--- config.mk ---
export PLATFORM = sky130hd
export DESIGN_NAME = return_address_stack_flat
export DESIGN_NICKNAME = d
export VERILOG_FILES = /design/src/rtl/return_address_stack_if.sv /design/src/rtl/return_address_stack.sv /design/src/flat_wrapper.sv
export SDC_FILE = /design/constraint.sdc
export NUM_CORES = 1
export LEC_CHECK = 0
export ABC_AREA = 1
export BUFFER_PORTS_ARGS = -buffer_cell sky130_fd_sc_hd__buf_2
export CAP_MARGIN = 20
export CELL_PAD_IN_SITES_DETAIL_PLACEMENT = 0
export CELL_PAD_IN_SITES_GLOBAL_PLACEMENT = 1
export CORE_MARGIN = 1.5
export CORE_UTILIZATION = 45
export DETAILED_ROUTE_END_ITERATION = 10
export GPL_ROUTABILITY_DRIVEN = 0
export PLACE_DENSITY = 0.79
export SETUP_SLACK_MARGIN = 0.5
export SYNTH_ARGS = -nofsm -noshare
export SYNTH_HDL_FRONTEND = slang
export SYNTH_SLANG_ARGS = --single-unit
--- constraint.sdc ---
create_clock -name clk -period 3.1 [get_ports clk]
set_clock_uncertainty 0.2 [all_clocks]
set_input_delay 0.62 -clock clk [delete_from_list [all_inputs] [get_ports clk]]
set_output_delay 0.62 -clock clk [all_outputs]
set_load 0.01 [all_outputs]
--- src/rtl/return_address_stack_if.sv ---
// return_address_stack_if: call/return and branch-tracking signals between fetch and the RAS
interface return_address_stack_if;
    logic        push;
    logic        pop;
    logic [31:0] new_addr;
    logic [31:0] addr;
    logic        valid;
    logic        branch_fetched;
    logic        branch_retired;
    logic        early_branch_flush;
    modport master (
        output push, pop, new_addr, branch_fetched, branch_retired, early_branch_flush,
        input  addr, valid
    );
    modport slave (
        input  push, pop, new_addr, branch_fetched, branch_retired, early_branch_flush,
        output addr, valid
    );
endinterface

--- src/rtl/return_address_stack.sv ---
// return_address_stack: circular return-address stack; RAS_RECOVERY_EN adds a snapshot FIFO for flush rewind
module return_address_stack #(
    parameter int DEPTH          = 8,
    parameter int RECOVERY_DEPTH = 8
) (
    input logic                   clk,
    input logic                   rst,
    return_address_stack_if.slave io
);
    localparam int IW = $clog2(DEPTH);
    localparam int CW = $clog2(DEPTH + 1);

    logic [31:0]   stack_q [DEPTH];
    logic [IW-1:0] read_index_q, read_index_d, wr_idx, rs_idx;
    logic [CW-1:0] count_q, count_d, rs_cnt;
    logic          flush, restore, do_push, do_pop, wr_en;

`ifdef RAS_RECOVERY_EN
    localparam int RW = $clog2(RECOVERY_DEPTH);
    logic [IW-1:0] snap_idx_q [RECOVERY_DEPTH];
    logic [CW-1:0] snap_cnt_q [RECOVERY_DEPTH];
    logic [RW-1:0] head_q, head_d, tail_q, tail_d;
    logic [RW:0]   occ_q, occ_d;
    logic          lost_q, lost_d, enq, deq;
    always_comb begin
        flush   = io.early_branch_flush;
        restore = flush & (occ_q != '0);
        rs_idx  = snap_idx_q[head_q];
        rs_cnt  = snap_cnt_q[head_q];
        deq     = ~flush & io.branch_retired & (occ_q != '0);
        enq     = ~flush & io.branch_fetched & ((occ_q != (RW+1)'(RECOVERY_DEPTH)) | deq);
        head_d  = flush ? '0 : head_q + RW'(deq);
        tail_d  = flush ? '0 : tail_q + RW'(enq);
        occ_d   = flush ? '0 : occ_q + (RW+1)'(enq) - (RW+1)'(deq);
        lost_d  = ~flush & (occ_d != '0) & (lost_q | (io.branch_fetched & ~enq));
    end
    always_ff @(posedge clk) begin
        if (!rst) begin
            head_q <= '0;
            tail_q <= '0;
            occ_q  <= '0;
            lost_q <= 1'b0;
        end else begin
            head_q <= head_d;
            tail_q <= tail_d;
            occ_q  <= occ_d;
            lost_q <= lost_d;
        end
    end
    // Snapshot storage holds state as it was before any same-cycle push/pop.
    always_ff @(posedge clk) begin
        if (rst && enq) begin
            snap_idx_q[tail_q] <= read_index_q;
            snap_cnt_q[tail_q] <= count_q;
        end
    end
`else
    logic unused_recovery;
    assign unused_recovery = ^{io.branch_fetched, io.branch_retired, io.early_branch_flush};
    assign flush   = 1'b0;
    assign restore = 1'b0;
    assign rs_idx  = '0;
    assign rs_cnt  = '0;
`endif

    always_comb begin
        do_push      = ~flush & io.push & (~io.pop | (count_q == '0));
        do_pop       = ~flush & io.pop & ~io.push & (count_q != '0);
        wr_en        = ~flush & io.push;
        wr_idx       = do_push ? read_index_q + 1'b1 : read_index_q;
        read_index_d = restore ? rs_idx : do_push ? read_index_q + 1'b1 : do_pop ? read_index_q - 1'b1 : read_index_q;
        count_d      = restore ? rs_cnt : (do_push && count_q != CW'(DEPTH)) ? count_q + 1'b1 : do_pop ? count_q - 1'b1 : count_q;
    end

    always_ff @(posedge clk) begin
        if (!rst) begin
            read_index_q <= '0;
            count_q      <= '0;
        end else begin
            read_index_q <= read_index_d;
            count_q      <= count_d;
        end
    end

    always_ff @(posedge clk) begin
        if (rst && wr_en) stack_q[wr_idx] <= io.new_addr;
    end

    assign io.addr  = stack_q[read_index_q];
    assign io.valid = (count_q != '0);
endmodule

--- src/flat_wrapper.sv ---
// flat-port wrapper written by rule: the top's interface ports become plain ports
module return_address_stack_flat 
#(
    parameter int DEPTH          = 8,
    parameter int RECOVERY_DEPTH = 8
)
  (clk, rst, io_push, io_pop, io_new_addr, io_branch_fetched, io_branch_retired, io_early_branch_flush, io_addr, io_valid);
  return_address_stack_if io_i ();
  input logic clk;
  input logic rst;
  input wire logic [$bits(io_i.push)-1:0] io_push;
  input wire logic [$bits(io_i.pop)-1:0] io_pop;
  input wire logic [$bits(io_i.new_addr)-1:0] io_new_addr;
  input wire logic [$bits(io_i.branch_fetched)-1:0] io_branch_fetched;
  input wire logic [$bits(io_i.branch_retired)-1:0] io_branch_retired;
  input wire logic [$bits(io_i.early_branch_flush)-1:0] io_early_branch_flush;
  output wire logic [$bits(io_i.addr)-1:0] io_addr;
  output wire logic [$bits(io_i.valid)-1:0] io_valid;
  assign io_i.push = io_push;
  assign io_i.pop = io_pop;
  assign io_i.new_addr = io_new_addr;
  assign io_i.branch_fetched = io_branch_fetched;
  assign io_i.branch_retired = io_branch_retired;
  assign io_i.early_branch_flush = io_early_branch_flush;
  assign io_addr = io_i.addr;
  assign io_valid = io_i.valid;
  return_address_stack #(.DEPTH(DEPTH), .RECOVERY_DEPTH(RECOVERY_DEPTH)) u_core (.clk(clk), .rst(rst), .io(io_i));
endmodule
Word-level counts from Yosys, hierarchy flattened
Memory sizes are Yosys's and may differ from the RTL's. A register that Yosys moved wholly into a read port is not among the register bits. Index checks and enable logic that the tools add are counted.

Flip-flop bits (word level): 7. Latch bits: 0. RAM bits: 256. Memory bits (read-only): 0. Bits of input ports: 39. Output and inout bits: 33. Logic and storage cells: 29. Memories kept: 1.

Memories: u_core.stack_q (depth 8, bits a word 32, rd ports 1, clocked after memory_dff 1, write ports 1, RTL line return_address_stack.sv:13) `logic [31:0] stack_q [DEPTH];`.

Add/subtract/negate cells: 4. Multiply operators: 0. Div/mod/pow operators: 0. Order comparisons: 0. Equality and inequality tests: 1. Shift-type cells: 0. Muxes and demuxes: 9. Bitwise gates (word level): 6. Reductions and logical operators: 6.

Operators with widths (count): $mux 3 (5); $mux 4 (2); $add 4x1->4 const B (1); $logic_not 4->1 (1); $ne 4x4->1 const B (1); $reduce_bool 2->1 (2); $reduce_bool 4->1 (1); $sub 4x1->4 const B (1); $add 3x1->3 const B (1); $and 1x1->1 (3); $sub 3x1->3 const B (1); $logic_and 1x1->1 (2); $mux 1 (2); $not 1->1 (2); $or 1x1->1 (1).

Depth between registers and ports, before layout
Word-level depth: 7. Mapped depth: 12. Mapped depth without buffers: 12.

Worst setup path before layout
OpenSTA, ideal clock, no wires.

Path type: input -> register. Start point: in io_pop. End point: mem u_core.stack_q[1][0] (enable). Setup time: 421 ps. Data arrival time: 2677 ps. Data required time: 2479 ps. Setup slack: -198 ps. Stages on the path: 6. Buffers on the path: 0. Path through: nand2_4 -> nand2_4 -> inv_2 -> ha_1 -> nand3b_1 -> nor2_1.

Longest elaborated chain between the ends: 4.

Ends and longest elaborated chain: from (decl) (RTL line flat_wrapper.sv:12) `input wire logic [$bits(io_i.pop)-1:0] io_pop;`; $not 1->1 (RTL line return_address_stack.sv:67) `do_push = ~flush & io.push & (~io.pop | (count_q == '0));`; $or 1x1->1 (RTL line return_address_stack.sv:67); $and 1x1->1 (RTL line return_address_stack.sv:67); $mux 3 (RTL line return_address_stack.sv:70) `wr_idx = do_push ? read_index_q + 1'b1 : read_index_q;`; to (decl) (RTL line return_address_stack.sv:13).

No other way between the ends.

==> results.txt <==
The number of nets handed over by synthesis was 789. Setup repair after global routing could not meet its margin everywhere. After detailed placement, the design holds a cell count of 1107. For this design, the sink count on the clock tree is 266.

The sum of overflow across all layers after global routing is 0. The logs give 10.5 mW for the post-layout total power and 1194 for the non-filler instance count after layout. The initial utilization of the core area, before any placement, comes to 46.3%.

The class of the tightest hold or removal check was input port to flop. The setup violation total in the final timing report was 0. CTS placed an instance of sky130_fd_sc_hd__clkbuf_16 at the clock tree root. The die covers 24300 um^2. By area, the combinational part of the netlist is dominated by simple AND/OR/NAND/NOR gates.

Cells fill 57.8% of the core in the end. The final net count is 906, and the arrival time of data at the critical path endpoint is 1.91 ns. The detailed router put a total of 10300 um of wire on met1. Counting flops and latches in the post-synthesis netlist gives 266. For this design the top-level I/O count stands at 72. In the routed design, unresolved DRC markers number 0. In the final timing run, aggregate negative setup slack is 0 ns. The synthesis-to-finish area growth is 24.8%. Port buffer count: 68. Startpoint-to-endpoint class of the critical path: flop to primary output. After legalization and detailed placement, the total HPWL measured 11600 um. Number of antenna violations at the first check in global routing: 2.

By area the synthesized netlist is led by sky130_fd_sc_hd__edfxtp_1, sky130_fd_sc_hd__mux2i_1, sky130_fd_sc_hd__nand2_1. TritonCTS built the clock tree. For the number of global-route vias before repair, the log shows 6526. For the detailed-router iteration count before antenna repair, the log shows 5.

Time the worst path needs with I/O delays and setup: 2.73 ns. The worst setup slack after placement was 0.407 ns; the part of the Yosys area used for sequential elements was 74.8%. The part of the cycle the worst path needs came out at 88.0%. The run finished with clean final reports. Each instance of the synthesized netlist takes up on average 14.2 um^2. Of the total synthesized cell area, the portion taken by full adders, half adders and majority gates is 0.902%.

Number of max-slew violations in the final report: 0. For this block, the routed nets add up to 24400 um of wire. Clock-pin slew was measured on the worst setup and hold paths at 0.06 ns. After the first detailed-routing iteration, the DRC count stood at 471.

The tools report the CTS H-tree depth as 1. In the detailed route, the total length drawn on met3 is 1500 um. In this run, CTS created clock tree buffers numbering 27. The logs give 743 for the cell count after synthesis and 0 for the count of yosys warnings during synthesis. After detailed routing, the average wire length per cell comes to 20.5 um.

The largest total area in the synthesized netlist belongs to sky130_fd_sc_hd__edfxtp_1. Global routing consumed, over all layers together, 19.9% of the routing resources. Of the total synthesized cell area, the portion taken by XOR and XNOR cells is 0.249%. Post-synthesis cell type count: 32. Based on the critical path, the design can be clocked at up to 367 MHz. The tools report the detailed-route via count as 6448. The maximum fanout along the worst path was 7; the transition time at the pin with the least slew margin was 0.364 ns.

Summed over all cells, the static leakage comes to 4.60 nW. In the detailed route, the total length drawn on met2 is 11800 um. Yosys mapped a number of flops with a built-in enable equal to 256. The die span in y is 156 um, and the maximum number of pins on one net before global-route repair is 40.

After Yosys synthesis, and, or, nand and nor cells account for 7.73% of the synthesized area. The most frequent standard cell in the layout excluding fill and tap cells was sky130_fd_sc_hd__edfxtp_1. Fill cells in the final layout number 1768.

The uppermost metal layer occupied by signal nets is met5. Category of the worst setup path launch point: a flop. The power density normalized to cell area is 801 nW/um^2. The run gives 0.373 ns as the worst-case setup margin in the final layout. Multiplexer cells account for 6.08% of the synthesized area. The reported max-cap violation count is 0, and the worst vdd rail ir drop is 0.000585 V. Commonest register cell after synthesis: sky130_fd_sc_hd__edfxtp_1.

The synthesized netlist devotes 7.55% of its cell area to compound gates. The overall die width is 156 um, and the insertion delay of the later-clocked pin in the worst-skew pair is 0.53 ns. After routing the design area is 13200 um^2. The number of buffers added to fix hold violations after cts was 0. In the layout the commonest cells are sky130_fd_sc_hd__edfxtp_1, sky130_fd_sc_hd__nand2_1, sky130_fd_sc_hd__o22ai_1, sky130_fd_sc_hd__buf_2, sky130_fd_sc_hd__nor2_1. In the routed layout, each cell is associated on average with a via count of 5.40. The share of the synthesized area in the top cell type was 72.9%; the share of flip-flops with an asynchronous set or reset after synthesis was 0%. The standard cell area after detailed placement came out at 11400 um^2. Headroom to the max-slew limit came out at 75.7%.

The first global-routing pass estimated 36500 um of wire. The worst setup path is captured at a primary output. For the maximum clock path buffer count, the log shows 3. Once detail routing completed, the nets flagged for antenna violations numbered 0. The floorplan has 55 rows. The hold violation count in the final report is 0, and the tightest hold margin is 0.153 ns.

Summing every instance area after synthesis gives 10500 um^2. At the worst endpoint, the required time is 2.28 ns. The core region is 22800 um^2.

Cells with a size suffix above 1 make up 25.3% of the layout.
## where the power goes
part | switching [mW] | total [mW] | internal (mW)
clock network | 1.29 | 3.05 | 1.76
logic | 1.79 | 3.21 | 1.41
registers | 0.105 | 4.29 | 4.18
## metal layers
| layer | global-route usage, % | vias to the layer above |
|---|---|---|
| li1 | - | 3016 |
| met1 | 26.2 | 3163 |
| met2 | 33.1 | 206 |
| met3 | 3.58 | 61 |
| met4 | 7.21 | 2 |
| met5 | 0 | - |
## critical path, stage by stage (launching register included)
cell                        delay (ns)
sky130_fd_sc_hd__dfxtp_4          0.37
sky130_fd_sc_hd__buf_12           0.16
sky130_fd_sc_hd__buf_8            0.14
sky130_fd_sc_hd__clkbuf_16        0.15
sky130_fd_sc_hd__mux2i_1          0.20
sky130_fd_sc_hd__o22ai_1          0.10
sky130_fd_sc_hd__nand2_1          0.06
sky130_fd_sc_hd__nand2_1          0.05
sky130_fd_sc_hd__buf_2            0.13
## layout make-up
class	instances	area, um^2	share of cell area (%)
Clock buffer	32	694	5.28
Multi-Input combinational cell	422	2560	19.5
Antenna cell	1	2.50	0.0190
Clock inverter	17	134	1.02
Sequential cell	266	7900	60.0
Timing Repair Buffer	130	1420	10.8
Tap cell	313	392	2.98
Inverter	13	61.3	0.466
## worst paths after layout
check	depth (start not counted)	slack, ns	to	start
worst min-delay path	1	0.15	u_core.stack_q[3][22]	io_new_addr[22]
worst min register to register	2	0.34	flop	u_core.read_index_q[0]
worst max register to register	10	0.67	u_core.stack_q[3][16]	u_core.count_q[1]
worst max-delay path	8	0.37	io_addr[19]	flop
## cells in the mapped netlist, types with 2 or more instances
master and n:
sky130_fd_sc_hd__a21oi_1 2, sky130_fd_sc_hd__buf_2 9, sky130_fd_sc_hd__o22ai_1 64, sky130_fd_sc_hd__edfxtp_1 256, sky130_fd_sc_hd__buf_4 4, sky130_fd_sc_hd__dfxtp_1 10, sky130_fd_sc_hd__clkbuf_2 2, sky130_fd_sc_hd__nand3_1 6
sky130_fd_sc_hd__mux2i_1 64, sky130_fd_sc_hd__buf_12 2, sky130_fd_sc_hd__nand2_1 111, sky130_fd_sc_hd__nand3b_1 2, sky130_fd_sc_hd__clkbuf_1 17, sky130_fd_sc_hd__nand2_4 2, sky130_fd_sc_hd__inv_2 2, sky130_fd_sc_hd__o21ai_0 66
sky130_fd_sc_hd__ha_1 6, sky130_fd_sc_hd__xor2_1 2, sky130_fd_sc_hd__nor2_1 83, sky130_fd_sc_hd__buf_1 7, sky130_fd_sc_hd__o21ai_1 5, sky130_fd_sc_hd__inv_1 11
## sequential cells by signal (all words and copies together), names as in the netlist, named ones only
register             count
u_core.stack_q         256
u_core.count_q           4
u_core.read_index_q      3
## kinds of logic after synthesis
| kind of cell | count (synthesis) |
|---|---|
| flops | 266 |
| simple gates | 207 |
| compound gates | 141 |
| mux | 64 |
| buf+inv | 55 |
| fa+ha+maj | 7 |
| xor+xnor | 3 |
## repair_timing
action	4_1_cts	5_1_grt
pin swaps	11	18
setup endpoints to repair	32	255
resized for setup	50	45
buffers inserted	16	3
cloned	12	6
(Power assumes the default switching activity.)
